$ cat src/rtl/prescale_div_ctrl.sv
// PRESCALE handshake, ratio decode and divide counter for the UART RX oversampling divider.
// Define PRESCALE_EXT_RATIO_EN to make codes 6'b000010 (16) and 6'b000001 (32) legal.
module prescale_div_ctrl #(
  parameter int unsigned PRESCALE_WIDTH = 6,
  parameter int unsigned RATIO_WIDTH    = 8
) (
  input  logic                      CLK,
  input  logic                      RST,
  input  logic                      CLK_EN,
  input  logic                      CFG_VALID,
  input  logic [PRESCALE_WIDTH-1:0] PRESCALE,
  output logic                      CFG_READY,
  output logic                      CFG_DONE,
  output logic                      CFG_ERR,
  output logic [RATIO_WIDTH-1:0]    DIV_RATIO,
  output logic                      DIV_TICK,
  output logic                      DIV_OUT
);

  typedef enum logic [1:0] {
    S_IDLE,
    S_RUN,
    S_PEND
  } state_t;

  localparam logic [PRESCALE_WIDTH-1:0] PS_DIV1  = PRESCALE_WIDTH'(6'b100000);
  localparam logic [PRESCALE_WIDTH-1:0] PS_DIV2  = PRESCALE_WIDTH'(6'b010000);
  localparam logic [PRESCALE_WIDTH-1:0] PS_DIV4  = PRESCALE_WIDTH'(6'b001000);
  localparam logic [PRESCALE_WIDTH-1:0] PS_DIV8  = PRESCALE_WIDTH'(6'b000100);
`ifdef PRESCALE_EXT_RATIO_EN
  localparam logic [PRESCALE_WIDTH-1:0] PS_DIV16 = PRESCALE_WIDTH'(6'b000010);
  localparam logic [PRESCALE_WIDTH-1:0] PS_DIV32 = PRESCALE_WIDTH'(6'b000001);
`endif

  state_t                 state_q;
  logic [RATIO_WIDTH-1:0] cnt_q;
  logic [RATIO_WIDTH-1:0] ratio_q;
  logic [RATIO_WIDTH-1:0] pend_q;
  logic                   tick_q;
  logic                   done_q;
  logic                   err_q;

  logic                   accept;
  logic                   wrap;
  logic                   dec_legal;
  logic [RATIO_WIDTH-1:0] dec_ratio;

  always_comb begin
    dec_legal = 1'b1;
    dec_ratio = RATIO_WIDTH'(1);
    if (PRESCALE == PS_DIV1)       dec_ratio = RATIO_WIDTH'(1);
    else if (PRESCALE == PS_DIV2)  dec_ratio = RATIO_WIDTH'(2);
    else if (PRESCALE == PS_DIV4)  dec_ratio = RATIO_WIDTH'(4);
    else if (PRESCALE == PS_DIV8)  dec_ratio = RATIO_WIDTH'(8);
`ifdef PRESCALE_EXT_RATIO_EN
    else if (PRESCALE == PS_DIV16) dec_ratio = RATIO_WIDTH'(16);
    else if (PRESCALE == PS_DIV32) dec_ratio = RATIO_WIDTH'(32);
`endif
    else                           dec_legal = 1'b0;
  end

  assign CFG_READY = (state_q != S_PEND);
  assign accept    = CFG_VALID && CFG_READY;
  assign wrap      = (cnt_q == ratio_q - RATIO_WIDTH'(1));

  always_ff @(posedge CLK) begin
    if (RST) begin
      state_q <= S_IDLE;
      cnt_q   <= '0;
      ratio_q <= RATIO_WIDTH'(1);
      pend_q  <= '0;
      tick_q  <= 1'b0;
      done_q  <= 1'b0;
      err_q   <= 1'b0;
    end else begin
      tick_q <= 1'b0;
      done_q <= 1'b0;
      err_q  <= accept && !dec_legal;
      case (state_q)
        S_IDLE: begin
          cnt_q <= '0;
          if (accept && dec_legal) begin
            ratio_q <= dec_ratio;
            done_q  <= 1'b1;
          end
          if (CLK_EN) state_q <= S_RUN;
        end
        S_RUN: begin
          if (!CLK_EN) begin
            // An accept on the disabling edge behaves like an IDLE accept.
            state_q <= S_IDLE;
            cnt_q   <= '0;
            if (accept && dec_legal) begin
              ratio_q <= dec_ratio;
              done_q  <= 1'b1;
            end
          end else begin
            if (wrap) begin
              cnt_q  <= '0;
              tick_q <= 1'b1;
            end else begin
              cnt_q <= cnt_q + RATIO_WIDTH'(1);
            end
            if (accept && dec_legal) begin
              if (dec_ratio == ratio_q) begin
                done_q <= 1'b1;
              end else begin
                pend_q  <= dec_ratio;
                state_q <= S_PEND;
              end
            end
          end
        end
        S_PEND: begin
          if (!CLK_EN) begin
            state_q <= S_IDLE;
            cnt_q   <= '0;
            ratio_q <= pend_q;
            done_q  <= 1'b1;
          end else if (wrap) begin
            // Swap ratio only at the period boundary so no period is cut or stretched.
            cnt_q   <= '0;
            tick_q  <= 1'b1;
            ratio_q <= pend_q;
            done_q  <= 1'b1;
            state_q <= S_RUN;
          end else begin
            cnt_q <= cnt_q + RATIO_WIDTH'(1);
          end
        end
        default: begin
          state_q <= S_IDLE;
          cnt_q   <= '0;
        end
      endcase
    end
  end

  assign CFG_DONE  = done_q;
  assign CFG_ERR   = err_q;
  assign DIV_RATIO = ratio_q;
  assign DIV_TICK  = tick_q;
  assign DIV_OUT   = (state_q != S_IDLE) &&
                     ((ratio_q == RATIO_WIDTH'(1)) || (cnt_q < (ratio_q >> 1)));

endmodule

$ cat config.mk
export PLATFORM = sky130hd
export DESIGN_NAME = prescale_div_ctrl
export DESIGN_NICKNAME = d
export VERILOG_FILES = /design/src/rtl/prescale_div_ctrl.sv
export SDC_FILE = /design/constraint.sdc
export NUM_CORES = 1
export LEC_CHECK = 0
export ABC_CLOCK_PERIOD_IN_PS = 3100
export CORE_ASPECT_RATIO = 0.75
export CORE_MARGIN = 3
export CORE_UTILIZATION = 45
export CTS_BUF_LIST = sky130_fd_sc_hd__clkbuf_8
export DETAILED_ROUTE_END_ITERATION = 10
export HOLD_SLACK_MARGIN = 0.06
export PLACE_DENSITY = 0.69
export SYNTH_ARGS = -nofsm -noshare
export SYNTH_HDL_FRONTEND = slang
export SYNTH_SLANG_ARGS = --single-unit
$ cat constraint.sdc
create_clock -name CLK -period 3.1 [get_ports CLK]
set_input_delay 0.465 -clock CLK [delete_from_list [all_inputs] [get_ports CLK]]
set_output_delay 0.465 -clock CLK [all_outputs]
set_load 0.05 [all_outputs]
# --- Yosys cells after proc, flatten, opt, wreduce, memory -nomap -nowiden ---
# Cells that the tools add are included.
totals:
  register_bits: 29
  inputBits: 10
  output_inout_bits: 13
  word_cells: 70
op_classes:
  n_addsub: 2
  n_lt_le_gt_ge: 1
  eq_ne: 15
  mux: 27
  bitwise_logic: 3
  reduce_logical: 15
ops:
  columns: ["op", "n"]
  rows:
  - ["2-to-1 mux 8 bit", 4]
  - ["case mux 8 bit (3 select lines)", 1]
  - ["equality test 8 bit", 2]
  - ["2-to-1 mux 4 bit", 4]
  - ["2-to-1 mux 2 bit", 6]
  - ["2-to-1 mux 1 bit", 10]
  - ["inequality test 3 bit, second input constant", 3]
  - ["adder 8 x 1 -> 8 bit, second input constant", 1]
  - ["equality test 8 x 1 -> 1 bit, second input constant", 1]
  - ["< comparator 8 x 7 -> 1 bit", 1]
  - ["AND reduction 4 bit", 2]
  - ["subtractor 8 x 1 -> 8 bit, second input constant", 1]
  - ["equality test 6 x 3 -> 1 bit, second input constant", 1]
  - ["equality test 6 x 4 -> 1 bit, second input constant", 1]
  - ["equality test 6 x 5 -> 1 bit, second input constant", 1]
  - ["equality test 6 bit, second input constant", 1]
  - ["inequality test 2 bit, second input constant", 3]
  - ["case mux 2 bit (3 select lines)", 1]
  - ["logical AND 1 bit", 4]
  - ["OR reduction 4 bit", 1]
  - ["NOT 1 bit", 3]
  - ["case mux 1 bit (3 select lines)", 1]
  - ["AND reduction 3 bit", 1]
  - ["nonzero test 3 bit", 1]
  - ["8 further kinds", 8]

# --- Longest topological paths before layout ---
depth:
  depth_word: 10
  depth_mapped: 9
  mapped_depth_nobuf: 8

# --- Worst setup path after synthesis ---
# OpenSTA, ideal clock, no wires.
synth_path:
  path_type: "reg2out"
  startpoint: "reg ratio_q[2], in the netlist DIV_RATIO[2]"
  endpoint: "out DIV_OUT"
  arrival_time_ns: 2.226
  t_required_ns: 2.635
  path_slack_ns: 0.409
  path_stages_with_launch: 8
  n_path_buf: 1
  path_cell_list: "dfxtp_1 > clkbuf_1 > inv_1 > ha_1 > o21a_1 > o21ai_1 > a32oi_1 > nor2_1"
synth_between:
  elab_chain_cells: 3
  word_cells_on_any_way: 4
  cone_classes: "order compare (1); eq/ne (1); reduce/logical (2)"
synth_lines:
  columns: ["item", "line_no", "rtl"]
  rows:
  - ["from (decl)", "37", "logic [RATIO_WIDTH-1:0] ratio_q;"]
  - ["from (signal assigned)", "83", "ratio_q <= dec_ratio;"]
  - ["from (signal assigned)", "94", "ratio_q <= dec_ratio;"]
  - ["from (signal assigned)", "118", "ratio_q <= pend_q;"]
  - ["< comparator 8 x 7 -> 1 bit or equality test 8 x 1 -> 1 bit (tied branches)", "144", "((ratio_q == RATIO_WIDTH'(1)) || (cnt_q < (ratio_q >> 1)));"]
  - ["logical OR 1 bit (*)", "144", null]
  - ["logical AND 1 bit (*)", "143", "assign DIV_OUT = (state_q != S_IDLE) &&"]
  - ["to (decl)", "17", "output logic DIV_OUT"]
# Every way passes the cells marked *; elsewhere a longest branch is shown, timed or not.

# --- Worst setup path in the final report ---
# Ends and elaborated chain as after synthesis.

==> reports/qor.csv <==
stage,metric,value,unit
run_status,status,completed,
job,max cap viols,0,
final_layout,fillcell total,264,
synth,Syn Inst Count,175,
pwr,PD cells,363,nW/um2
clocking,"Reg clk slew, reported paths",0.07,ns
route,ANT nets after route,0,
timing,fin crit period,2.97,ns
timing,# setup viols final,0,
die,Die Wd,72.2,um
route,DRT Pass-1 Iters,4,
timing,Worst Tran Pin Value,0.545,ns
place,number of I/O port buffers,18,
worst_setup_path,Crit Path Max Fanout,11,
clocking,later-pin clock latency in the skew report,0.26,ns
clocking,CTS max path bufs,2,
synth,Yosys top cell area share,0.284,
timing,final setup TNS,0,ns
timing,Fmax achieved,337,MHz
route,drt total wl,3310,um
final_layout,area delta synth->final,16.6,%
timing,slew margin rel.,0.637,
worst_setup_path,"Worst Path Class, Setup",reg -> out,
place,routability cong.,0.852,
clocking,CTS Buf Count,3,
pwr,Sw Pwr,198,uW
synth,Synth Area per Inst,8.46,um2
worst_setup_path,worst endpoint data arrival time,2.50,ns
synth,Yosys Warn Count,0,
grt,GRT Total Usage,0.170,
clocking,TritonCTS clock tree,done,
worst_setup_path,register-to-register setup slack,0.64,ns
worst_setup_path,CP Launch Point,DIV_RATIO[2],
pwr,Peak VDD IR,0.234,mV
clocking,H-tree levels,1,
timing,RSZ-0062 raised after global routing,false,
timing,Fin Hold WS,0.494,ns
final_layout,ratio of cells with drive above 1 in the final layout,0.0825,
worst_setup_path,CP Launch Type,flip-flop,
place,detailed placement HPWL,2610,um
timing,Final Cycle Share,0.957,
synth,"area leader, netlist",dfxtp_1,
grt,first-pass GRT wire length,5520,um
clocking,post-CTS setup buffer count,0,
route,DR vias,1293,
route,initial drt markers,101,
pwr,internal power,427,uW
final_layout,antenna cells,0,
grt,initial antenna violation count,0,
grt,vias in the first global route,1194,
final_layout,Final #Nets,215,
synth,cells taking the most area after synthesis,"dfxtp_1 (28%), ha_1 (8.5%), nor2_1 (7.1%)",
die,Die Y-Extent,55.7,um
final_layout,Final Core Density,0.567,
synth,"Cell Area, Synth",1480,um2
timing,"Slew Viols, Final",0,
pwr,Static Leakage,0.000676,uW
pwr,Seq pwr share,0.457,
route,vias per cell,5.57,
pwr,Gate power share,0.268,
die,core area,3040,um2
clocking,cts repair resizes,0,
route,post-route DRC violation count,0,
die,Initial Util,0.487,
worst_setup_path,reg2reg start,DIV_RATIO[3],
grt,global route overflow,0,
timing,final setup skew,0.00595,ns
pwr,Switching Share,0.317,
synth,"FF+latch count, synth",21,
timing,final hold violation count,0,
synth,Synth cell types,48,
worst_setup_path,crit end category,output pin,
clocking,CTS Hold Bufs,0,
pwr,"Power, Total",626,uW
route,drt wl/cell,14.3,um
clocking,Sink Count,21,
grt,pin count of the biggest net entering global routing,15,
die,row count,17,
die,IO Count,23,
worst_setup_path,Crit path required time,2.63,ns
pwr,Clk pwr share,0.275,
worst_hold_path,hold_sp,pend_q[0],
die,full die area,4020,um2
synth,post-synthesis sequential area ratio,0.284,
clocking,CTS Root Cell,clkbuf_8,
worst_hold_path,Hold Path Class,reg -> reg,
==> through the flow <==
stage / worst slack (ns) / std cells / area, um2
final: 0.134 / 232 / 1730
after global routing: 0.00196 / 232 / 1730
after CTS: 0.145 / 232 / 1730
after detailed placement: 0.229 / 228 / 1680
after global placement: 0.296 / 228 / 1680
after floorplan: 0.409 / 178 / 1490
==> path summary, 6_finish.rpt <==
path | cells after the start | end
worst max-delay path | 7 | DIV_OUT
worst min-delay path | 2 | pend_q[0]
worst max register to register | 8 | DIV_RATIO[3]
worst min register to register | 2 | pend_q[0]
==> Yosys cell counts (all sizes together) <==
library cell	count
xnor2	7
xor2	8
dfxtp	21
buf	6
nand2	6
or2	2
o21ai	4
nor4	4
a2111oi	1
a32oi	1
nor4b	1
or4	2
nor2	28
and2	3
o211ai	2
nand3	8
a311oi	2
a2bb2oi	1
nor3	8
inv	12
o31ai	2
o21a	2
nor2b	1
nand4	2
a211oi	4
ha	10
nand2b	3
clkbuf	2
a32o	1
nand4b	1
conb	1
and3	3
mux2	1
a21oi	5
a221o	1
a211o	1
mux2i	4
a31oi	4
==> layout make-up <==
class                   instances  area, um2  area share
clock inverters                 1       3.75     0.00218
inverters                      12       45.0      0.0261
multi-input cells             137        972       0.563
well taps                      38       47.5      0.0276
clock buffers                   3       41.3      0.0239
flip-flops and latches         21        420       0.244
repair buffers                 20        195       0.113
==> power by group through the flow <==
stage	registers (uW)	clock network, uW	logic [uW]
CTS	286	183	167
finish	286	172	168
global route	287	194	181
global placement	291	0	163
detailed placement	292	0	166
floorplan	301	0	111
==> sequential cells by signal (all words and copies together) (netlist names) <==
signal / count
pend_q: 4
CFG_DONE: 1
CFG_ERR: 1
DIV_TICK: 1
cnt_q: 8
state_q: 2
DIV_RATIO: 4
==> per-layer routing <==
metal,share of wire,global-route usage,up-vias,wire (um)
li1,-,-,653,-
met5,0,0,-,0
met3,0.053,0.0469,6,175
met4,0.014,0.0429,0,46
met1,0.49,0.232,598,1620
met2,0.44,0.261,36,1470
==> cells by family after synthesis <==
| logic type | Yosys count | synth area share |
|---|---|---|
| buffers and inverters | 20 | 0.0668 |
| AO/OA/AOI/OAI | 31 | 0.178 |
| adder cells (fa/ha/maj) | 10 | 0.0845 |
| multiplexers | 5 | 0.0347 |
| XOR/XNOR | 15 | 0.0989 |
| flip-flops | 21 | 0.284 |
| other | 1 | 0.00253 |
| AND/OR/NAND/NOR | 72 | 0.250 |
==> worst max-delay path, cell delays in order, from the launching register on <==
cell and delay, ns:
dfxtp_1 0.55, inv_1 0.09, ha_1 0.30, o21a_1 0.11, o21ai_1 0.14, a32oi_1 0.12, nor2_1 0.12, clkdlybuf4s50_1 0.81
==> cell usage in the layout (no fill, tap or decap), drive strengths merged, types with 5 or more instances in the layout <==
cell,instances
nor2,28
dfxtp,21
clkdlybuf4s50,18
inv,13
ha,10
nor3,8
xor2,8
nand3,8
xnor2,7
nand2,6
a21oi,5
No activity file was read; power rests on OpenSTA's default activity.
